[config.mk]
export PLATFORM = sky130hd
export DESIGN_NAME = lvl_hs_src
export DESIGN_NICKNAME = d
export VERILOG_FILES = /design/src/rtl/lvl_hs_src_pkg.sv /design/src/rtl/lvl_hs_src_bit_sync.sv /design/src/rtl/lvl_hs_src.sv
export SDC_FILE = /design/constraint.sdc
export NUM_CORES = 1
export LEC_CHECK = 0
export CAP_MARGIN = 20
export CELL_PAD_IN_SITES_DETAIL_PLACEMENT = 0
export CELL_PAD_IN_SITES_GLOBAL_PLACEMENT = 1
export CORE_MARGIN = 1.5
export CORE_UTILIZATION = 37
export CTS_BUF_LIST = sky130_fd_sc_hd__clkbuf_2
export CTS_CLUSTER_DIAMETER = 100
export DETAILED_ROUTE_END_ITERATION = 7
export PLACE_DENSITY_LB_ADDON = 0.08
export SLEW_MARGIN = 10
export SYNTH_ARGS = -nofsm -noshare
export SYNTH_HDL_FRONTEND = slang
export SYNTH_SLANG_ARGS = --single-unit
[constraint.sdc]
create_clock -name CLK -period 1.76 [get_ports CLK]
set_input_delay 0.528 -clock CLK [delete_from_list [all_inputs] [get_ports CLK]]
set_output_delay 0.528 -clock CLK [all_outputs]
set_load 0.02 [all_outputs]
[src/rtl/lvl_hs_src_pkg.sv]
// Shared definitions for the level-handshake source: FSM encoding and defaults.
package lvl_hs_src_pkg;

  typedef enum logic [1:0] {
    ST_IDLE   = 2'b00,
    ST_REQ_HI = 2'b01,
    ST_REQ_LO = 2'b10
  } state_t;

  localparam int DEF_DATA_WIDTH = 8;
  localparam int DEF_NUM_STAGES = 2;

endpackage

[src/rtl/lvl_hs_src_bit_sync.sv]
// Multi-flop single-bit synchronizer with synchronous active-high reset.
module lvl_hs_src_bit_sync #(
  parameter int NUM_STAGES = 2
) (
  input  logic clk,
  input  logic rst,
  input  logic d,
  output logic q
);

  logic [NUM_STAGES-1:0] sync_q;

  // Shift the asynchronous input through the flop chain.
  always_ff @(posedge clk) begin
    if (rst) begin
      sync_q <= '0;
    end else begin
      sync_q <= {sync_q[NUM_STAGES-2:0], d};
    end
  end

  assign q = sync_q[NUM_STAGES-1];

endmodule

[src/rtl/lvl_hs_src.sv]
// Source side of a 4-phase REQ/ACK level handshake with a one-deep pending
// buffer and sticky overflow flag.
//
// Handshake: REQ rises with DATA_OUT already stable; the far side raises ACK
// once it has taken the word; REQ then falls; the far side drops ACK; only
// then is the cycle complete (DONE) and a new word may be launched. All
// decisions use the locally synchronized ack_s, never the raw ACK.
module lvl_hs_src
  import lvl_hs_src_pkg::*;
#(
  parameter int DATA_WIDTH = DEF_DATA_WIDTH,
  parameter int NUM_STAGES = DEF_NUM_STAGES
) (
  input  logic                  CLK,
  input  logic                  RST,
  input  logic                  PULSE_IN,
  input  logic [DATA_WIDTH-1:0] DATA_IN,
  input  logic                  ACK,
  input  logic                  OVF_CLR,
  output logic                  REQ,
  output logic [DATA_WIDTH-1:0] DATA_OUT,
  output logic                  BUSY,
  output logic                  DONE,
  output logic                  OVF
);

  state_t                  state;
  state_t                  state_n;
  logic                    ack_s;
  logic                    pend_vld;
  logic [DATA_WIDTH-1:0]   pend_data;

  logic                    launch_ok;
  logic                    launch;
  logic [DATA_WIDTH-1:0]   launch_data;
  logic                    pulse_direct;
  logic                    pend_take;
  logic                    pulse_store;
  logic                    pulse_drop;

  lvl_hs_src_bit_sync #(
    .NUM_STAGES(NUM_STAGES)
  ) u_ack_sync (
    .clk(CLK),
    .rst(RST),
    .d  (ACK),
    .q  (ack_s)
  );

  // Launch arbitration, pending-buffer bookkeeping and next-state selection.
  always_comb begin
    launch_ok    = 1'b0;
    launch       = 1'b0;
    launch_data  = DATA_IN;
    pulse_direct = 1'b0;
    pend_take    = 1'b0;
    pulse_store  = 1'b0;
    pulse_drop   = 1'b0;
    state_n      = state;

    // A launch is allowed from IDLE, or straight out of a completing REQ_LO,
    // and only while the synchronized ACK is low (a stale ACK holds it off).
    launch_ok    = !ack_s && ((state == ST_IDLE) || (state == ST_REQ_LO));
    launch       = launch_ok && (pend_vld || PULSE_IN);
    launch_data  = pend_vld ? pend_data : DATA_IN;
    // Pending word wins; a simultaneous pulse then refills the buffer.
    pulse_direct = launch && !pend_vld;
    pend_take    = launch && pend_vld;
    pulse_store  = PULSE_IN && !pulse_direct && (!pend_vld || pend_take);
    pulse_drop   = PULSE_IN && !pulse_direct && pend_vld && !pend_take;

    case (state)
      ST_IDLE: begin
        if (launch) state_n = ST_REQ_HI;
      end
      ST_REQ_HI: begin
        if (ack_s) state_n = ST_REQ_LO;
      end
      ST_REQ_LO: begin
        if (!ack_s) state_n = launch ? ST_REQ_HI : ST_IDLE;
      end
      default: state_n = ST_IDLE;
    endcase
  end

  // State, REQ level, output word, pending buffer and sticky overflow.
  always_ff @(posedge CLK) begin
    if (RST) begin
      state     <= ST_IDLE;
      REQ       <= 1'b0;
      DATA_OUT  <= '0;
      pend_vld  <= 1'b0;
      pend_data <= '0;
      OVF       <= 1'b0;
    end else begin
      state    <= state_n;
      REQ      <= (state_n == ST_REQ_HI);
      if (launch) DATA_OUT <= launch_data;
      pend_vld <= (pend_vld && !pend_take) || pulse_store;
      if (pulse_store) pend_data <= DATA_IN;
      // Set has priority over clear so no drop event is ever lost.
      if (pulse_drop) begin
        OVF <= 1'b1;
      end else if (OVF_CLR) begin
        OVF <= 1'b0;
      end
    end
  end

  assign DONE = (state == ST_REQ_LO) && !ack_s;
  assign BUSY = (state != ST_IDLE) || pend_vld;

endmodule

==> results of run 1 <==
state kept, by name, indices dropped and copies added, names as in the netlist:
name,cells
DATA_OUT,8
OVF,1
REQ,1
pend_data,8
pend_vld,1
state,2
u_ack_sync.sync_q,2
what timing repair did:
| action | in CTS | in global routing |
|---|---|---|
| buffers inserted | 1 | 0 |
| setup endpoints to repair | 12 | 9 |
| gates cloned | 0 | 0 |
| resized for setup | 19 | 5 |
| pin swaps | 0 | 1 |
| endpoints found under the hold margin | 0 | 0 |
cell families (layout without fill, tap and decap cells):
logic type | after synthesis | count (layout) | share of synthesized area
AND/OR/NAND/NOR | 45 | 45 | 0.243
AO/OA/AOI/OAI | 23 | 23 | 0.158
flip-flops | 23 | 23 | 0.468
multiplexers | 8 | 8 | 0.0813
buffers and inverters | 7 | 40 | 0.0419
XOR/XNOR | 1 | 1 | 0.00890
cells in the final DEF, fill, tap and decap left out, drive strengths merged:
cell type	n
or2	1
dlygate4sd2	10
nor3	1
clkbuf	4
dfxtp	23
o21ai	9
or3	2
o211ai	1
xnor2	1
nor3b	1
nand2	17
nand2b	17
a22o	8
and2	1
clkdlybuf4s50	12
a21oi	3
mux2i	8
buf	14
a2111oi	2
and3	1
nor2	2
nor2b	2
per-layer routing:
layer / vias to the layer above / global-route usage / wire [µm]
met5: - / 0 / 0
met3: 2 / 0.0492 / 79
met1: 391 / 0.186 / 1060
met4: 0 / 0.0250 / 10
met2: 13 / 0.284 / 1030
li1: 428 / - / -
worst max path at each step:
stage / cells past startpoint / startpoint / end
after global placement: 3 / RST / DATA_OUT[6]
final: 2 / state[1] / BUSY
after CTS: 2 / state[0] / BUSY
after floorplan: 3 / pend_vld / BUSY
after detailed placement: 3 / RST / DATA_OUT[6]
after global routing: 2 / state[1] / BUSY
layout make-up:
cell class                      count  area [µm²]  area share
Timing Repair Buffer               36         327       0.244
Clock buffer                        4        20.0      0.0149
Multi-Input combinational cell     77         493       0.368
Sequential cell                    23         463       0.345
Tap cell                           30        37.5      0.0280
power by group through the flow:
stage               Sequential, mW  Combinational (mW)  Clock (mW)
finish                       0.574               0.234       0.215
global route                 0.579               0.254       0.244
CTS                          0.574               0.230       0.223
detailed placement           0.585               0.238           0
global placement             0.585               0.234           0
floorplan                    0.601               0.110           0
worst reg2reg max path, delay by kind of cell (launching register included):
family	cells	cell delay, ps
buf+inv	3	430
mux	1	140
flops	1	380
simple gates	2	580
metrics by stage:
stage               instances  utilization  hold slack, ps
global route              170        0.536             481
detailed placement        165        0.527             440
global placement          165        0.527             422
CTS                       170        0.529             471
floorplan                 107            -             414
finish                    170        0.536             465
==> flow_summary_export.csv, run 1 <==
group,metric,value,unit
worst_setup_path,path_class,"flop to output port",
timing,tns,0,ps
floorplanning,die_area,0.00298,mm²
timing,fmax,576,MHz
timing,hold_viol_final,0,
placed_design,io_buffers,24,
power,power_density,764,mW/mm²
timing,slew_violations,0,
worst_setup_path,r2r_start,"state[0]",
floorplanning,pin_count,25,
timing,timing.final.ws_setup,23.4,ps
timing,rsz0062_at_grt,"yes",
finish,drive_above_1_share,0.171,
clocking,tritoncts,"yes",
power,ir_drop,534,µV
clocking,cts.clk_slew.worst_paths,210,ps
timing,min_period,1740,ps
power,p_int,741,µW
placed_design,place.gp.congestion,0.699,
detailed_routing,final_antenna_net_count,0,
synth,syn_inst,107,
detailed_routing,vias,834,
timing,slew_headroom,0.634,
finish,fin_nets,154,
timing,worst_slew_pin_slew,547,ps
clocking,root_buffer,"clkbuf_2",
finish,stdcell_area,0.00134,mm²
synth,ys_ff_latch,23,
grt,antenna_found_initial,0,
worst_setup_path,r2r_setup_slack,180,ps
synth,async_flop_share,0,
worst_setup_path,arrival,1210,ps
detailed_routing,dr.pass1.iters,4,
worst_hold_path,worstHoldStart,"u_ack_sync.sync_q[0]",
grt,grt_pass1_wl,3350,µm
grt,grt_pass1_vias,759,
placed_design,preCtsSetupSlack,-265,ps
synth,synth.area.top_cells,"dfxtp_1, nand2b_1, mux2i_1",
worst_setup_path,cp_num_buf_inv,1,
detailed_routing,first_iter_violations,18,
grt,grt_usage,0.158,
grt,grt_start_max_net_pins,25,
power,seqPwrFrac,0.561,
status,status,"finished clean",
power,p_comb_frac,0.229,
power,p_sw,283,µW
timing,setup_viol,0,
timing,period_share,0.987,
floorplanning,die_y,54.6,µm
worst_setup_path,cp_top_family,"simple AND/OR/NAND/NOR gates",
clocking,clk_latency,320,ps
power,p_clk_frac,0.210,
power,p_total,1.02,mW
detailed_routing,drc,0,
clocking,holdBufCountCts,0,
worst_setup_path,critPathMaxFanout,3,
grt,grt_overflow_total,0,
worst_setup_path,reg2regPathDepth,6,
floorplanning,placementRows,18,
synth,synth.distinct_cells,21,
power,switching_share,0.276,
flow_run,drv_cap,0,
synth,synth-edff-count,0,
synth,ys_seq_area_frac,0.468,
clocking,cts_max_path_buffers,2,
worst_hold_path,hold_path_end,"u_ack_sync.sync_q[1]",
worst_setup_path,critical-path-max-stage-delay,380,ps
worst_hold_path,min_path_cells,1,
worst_setup_path,regToRegEndpoint,"pend_data[7]",
placed_design,postPlaceCellArea,0.00132,mm²
floorplanning,die_w,54.6,µm
timing,finalClockSkew,1.20,ps
finish,syn_to_final_growth,36.1,%
floorplanning,initial_core_util,0.394,
synth,synthFlopType,"dfxtp_1",
synth,synth_common_cells,"dfxtp_1, nand2_1, nand2b_1",
worst_setup_path,worstPathRequired,1230,ps
worst_hold_path,hold_class,"flop to flop",
clocking,numCtsBuffers,3,
worst_setup_path,slowest_stage,"or3_4",
finish,antenna_cells,0,
power,leakagePower,0.568,nW
finish,nFillCells,229,
clocking,htreeDepth,1,
synth,syn_area,985,µm²
synth,synth.most_common_cell,"dfxtp_1",
detailed_routing,avgRoutedWirePerCell,12.8,µm
floorplanning,core_area,0.00250,mm²
detailed_routing,via_per_inst,4.91,
synth,syn-num-nets,120,
worst_setup_path,end_kind,"output port",
synth,synth_area_leader_cell,"dfxtp_1",
synth,yosysWarnings,0,
placed_design,post-dp-hpwl,1450,µm
synth,avgSynthCellArea,9.20,µm²
clocking,cts.sinks,23,
worst_setup_path,worst_setup_path_start_kind,"flop",
worst_setup_path,path_cells,"or3_4 > buf_6",
detailed_routing,routed_wl,2180,µm
synth,synthDominantCellAreaShare,0.468,
No activity file was read; power rests on OpenSTA's default activity.
==> run 2, diff against run 1 <==
--- a/config.mk
+++ b/config.mk
@@ -8,7 +8,7 @@
 export CAP_MARGIN = 20
 export CELL_PAD_IN_SITES_DETAIL_PLACEMENT = 0
 export CELL_PAD_IN_SITES_GLOBAL_PLACEMENT = 1
-export CORE_MARGIN = 1.5
+export CORE_MARGIN = 3
 export CORE_UTILIZATION = 37
 export CTS_BUF_LIST = sky130_fd_sc_hd__clkbuf_2
 export CTS_CLUSTER_DIAMETER = 100
==> run 2 against run 1 <==
Non-clock buffer count unchanged; critical path depth stayed put; sequential share of layout area grew 0.13 points; critical path type unchanged; register-to-register slack worse by 90 ps; largest power group unchanged.
==> flow_summary_export.csv, run 2 (synthesized netlist as in run 1, its figures left out) <==
group,metric,value,unit
clocking,htreeDepth,1,
finish,ff_latch_area,463,µm²
detailed_routing,drc,0,
worst_setup_path,cp-endpoint,"BUSY",
worst_setup_path,critical-path-max-stage-delay,380,ps
worst_setup_path,cp_top_family,"simple AND/OR/NAND/NOR gates",
detailed_routing,via_per_inst,4.83,
finish,stdcell_area,0.00134,mm²
status,status,"finished clean",
placed_design,io_buffers,24,
worst_setup_path,reg2regPathDepth,4,
grt,grt_start_max_net_pins,25,
worst_setup_path,r2r_setup_slack,90,ps
flow_run,drv_cap,0,
timing,rsz0062_at_grt,"yes",
power,ir_drop,482,µV
finish,fin_nets,154,
detailed_routing,dr.pass1.iters,4,
finish,syn_to_final_growth,35.6,%
worst_setup_path,worst_setup_path_start_kind,"flop",
timing,slew_headroom,0.399,
worst_setup_path,path_class,"flop to output port",
clocking,cts.sinks,23,
finish,reg.largest.list,"DATA_OUT x8, pend_data x8",
clocking,cts_max_path_buffers,2,
finish,drive_above_1_share,0.164,
grt,grt_pass1_vias,839,
finish,final_cell_mix,"dfxtp_1, nand2b_1, nand2_1",
timing,tns,0,ps
timing,min_period,1730,ps
finish,nFillCells,247,
grt,grt_pass1_wl,3770,µm
power,leakagePower,0.566,nW
clocking,holdBufCountCts,0,
floorplanning,initial_core_util,0.394,
power,power_density,757,mW/mm²
power,p_total,1.01,mW
placed_design,postPlaceCellArea,0.00132,mm²
grt,antenna_found_initial,0,
worst_setup_path,arrival,1210,ps
worst_setup_path,cp_num_buf_inv,1,
floorplanning,die_area,0.00332,mm²
clocking,root_buffer,"clkbuf_2",
worst_hold_path,hold_class,"flop to flop",
finish,antenna_cells,0,
worst_setup_path,slowest_stage,"or3_4",
detailed_routing,vias,821,
detailed_routing,routed_wl,2110,µm
worst_setup_path,critPathLaunch,"state[0]",
placed_design,post-dp-hpwl,1530,µm
floorplanning,core_area,0.00250,mm²
worst_setup_path,r2r_start,"state[0]",
clocking,numCtsBuffers,3,
clocking,cts.clk_slew.worst_paths,210,ps
worst_setup_path,worstPathRequired,1230,ps
finish,layout_commonest_cell,"dfxtp_1",
timing,hold_viol_final,0,
floorplanning,placementRows,18,
timing,slew_violations,0,
detailed_routing,final_antenna_net_count,0,
placed_design,place.gp.congestion,0.748,
clocking,tritoncts,"yes",
finish,multiInputGateArea,488,µm²
worst_setup_path,regToRegEndpoint,"DATA_OUT[6]",
worst_setup_path,crit_cells,2,
timing,setup_viol,0,
detailed_routing,avgRoutedWirePerCell,12.4,µm
floorplanning,pin_count,25,
floorplanning,die_y,57.6,µm
clocking,clk_latency,320,ps
timing,period_share,0.986,
worst_setup_path,end_kind,"output port",
floorplanning,die_w,57.6,µm
worst_setup_path,path_cells,"or3_4 > buf_6",
timing,worst_slew_pin_slew,894,ps
grt,grt_overflow_total,0,
grt,grt_usage,0.147,
timing,finalClockSkew,1.77,ps
timing,holdWs,464,ps
detailed_routing,first_iter_violations,14,
timing,fmax,576,MHz
worst_setup_path,critPathMaxFanout,3,
## run 2: cell types whose count changed in the layout (fill, tap and decap cells not counted)
cell,delta
clkbuf_2,-1
clkinv_2,+1
nor3_1,+1
nor3_2,-1
## run 2: cell type report
cell class	instances	share of cell area
multi-input combinational	77	0.366
clock inverter	1	0.00375
timing repair buffer	36	0.245
tap	30	0.0281
clock buffer	3	0.0112
sequential	23	0.347
## run 2: worst min path at each step
stage | endpoint | slack (ps) | depth (start not counted) | from
2_1_floorplan | u_ack_sync.sync_q[1] | 410 | 1 | u_ack_sync.sync_q[0]
3_3_place_gp | u_ack_sync.sync_q[1] | 420 | 1 | u_ack_sync.sync_q[0]
3_5_place_dp | u_ack_sync.sync_q[1] | 440 | 1 | u_ack_sync.sync_q[0]
4_1_cts | u_ack_sync.sync_q[1] | 470 | 1 | u_ack_sync.sync_q[0]
5_1_grt | u_ack_sync.sync_q[1] | 490 | 1 | u_ack_sync.sync_q[0]
6_report | u_ack_sync.sync_q[1] | 460 | 1 | u_ack_sync.sync_q[0]
## run 2: metrics by stage
| stage | util | std cells | worst slack [ps] |
|---|---|---|---|
| 3_3_place_gp | 0.527 | 165 | -134 |
| 2_1_floorplan | - | 107 | 167 |
| 5_1_grt | 0.534 | 170 | -41.8 |
| 6_report | 0.534 | 170 | 25.2 |
| 3_5_place_dp | 0.527 | 165 | -211 |
| 4_1_cts | 0.530 | 170 | -20.1 |
## run 2: repair_timing
item	CTS	global route
resized for setup	20	3
endpoints found under the setup margin	12	1
pin swaps	0	0
buffers inserted	1	0
## run 2: where the power goes
part	internal (mW)	total (mW)	switching, mW
registers	0.557	0.575	0.0178
logic	0.122	0.230	0.108
clock network	0.0516	0.206	0.154
total	0.731	1.01	0.280
## run 2: metal layers
metal	vias to the layer above	wire [µm]	global-route usage	part of all wire
met1	373	972	0.175	0.46
met2	14	1020	0.250	0.48
met5	-	0	0	0
met4	0	14	0.0728	0.0066
met3	2	103	0.0294	0.049
li1	432	-	-	-
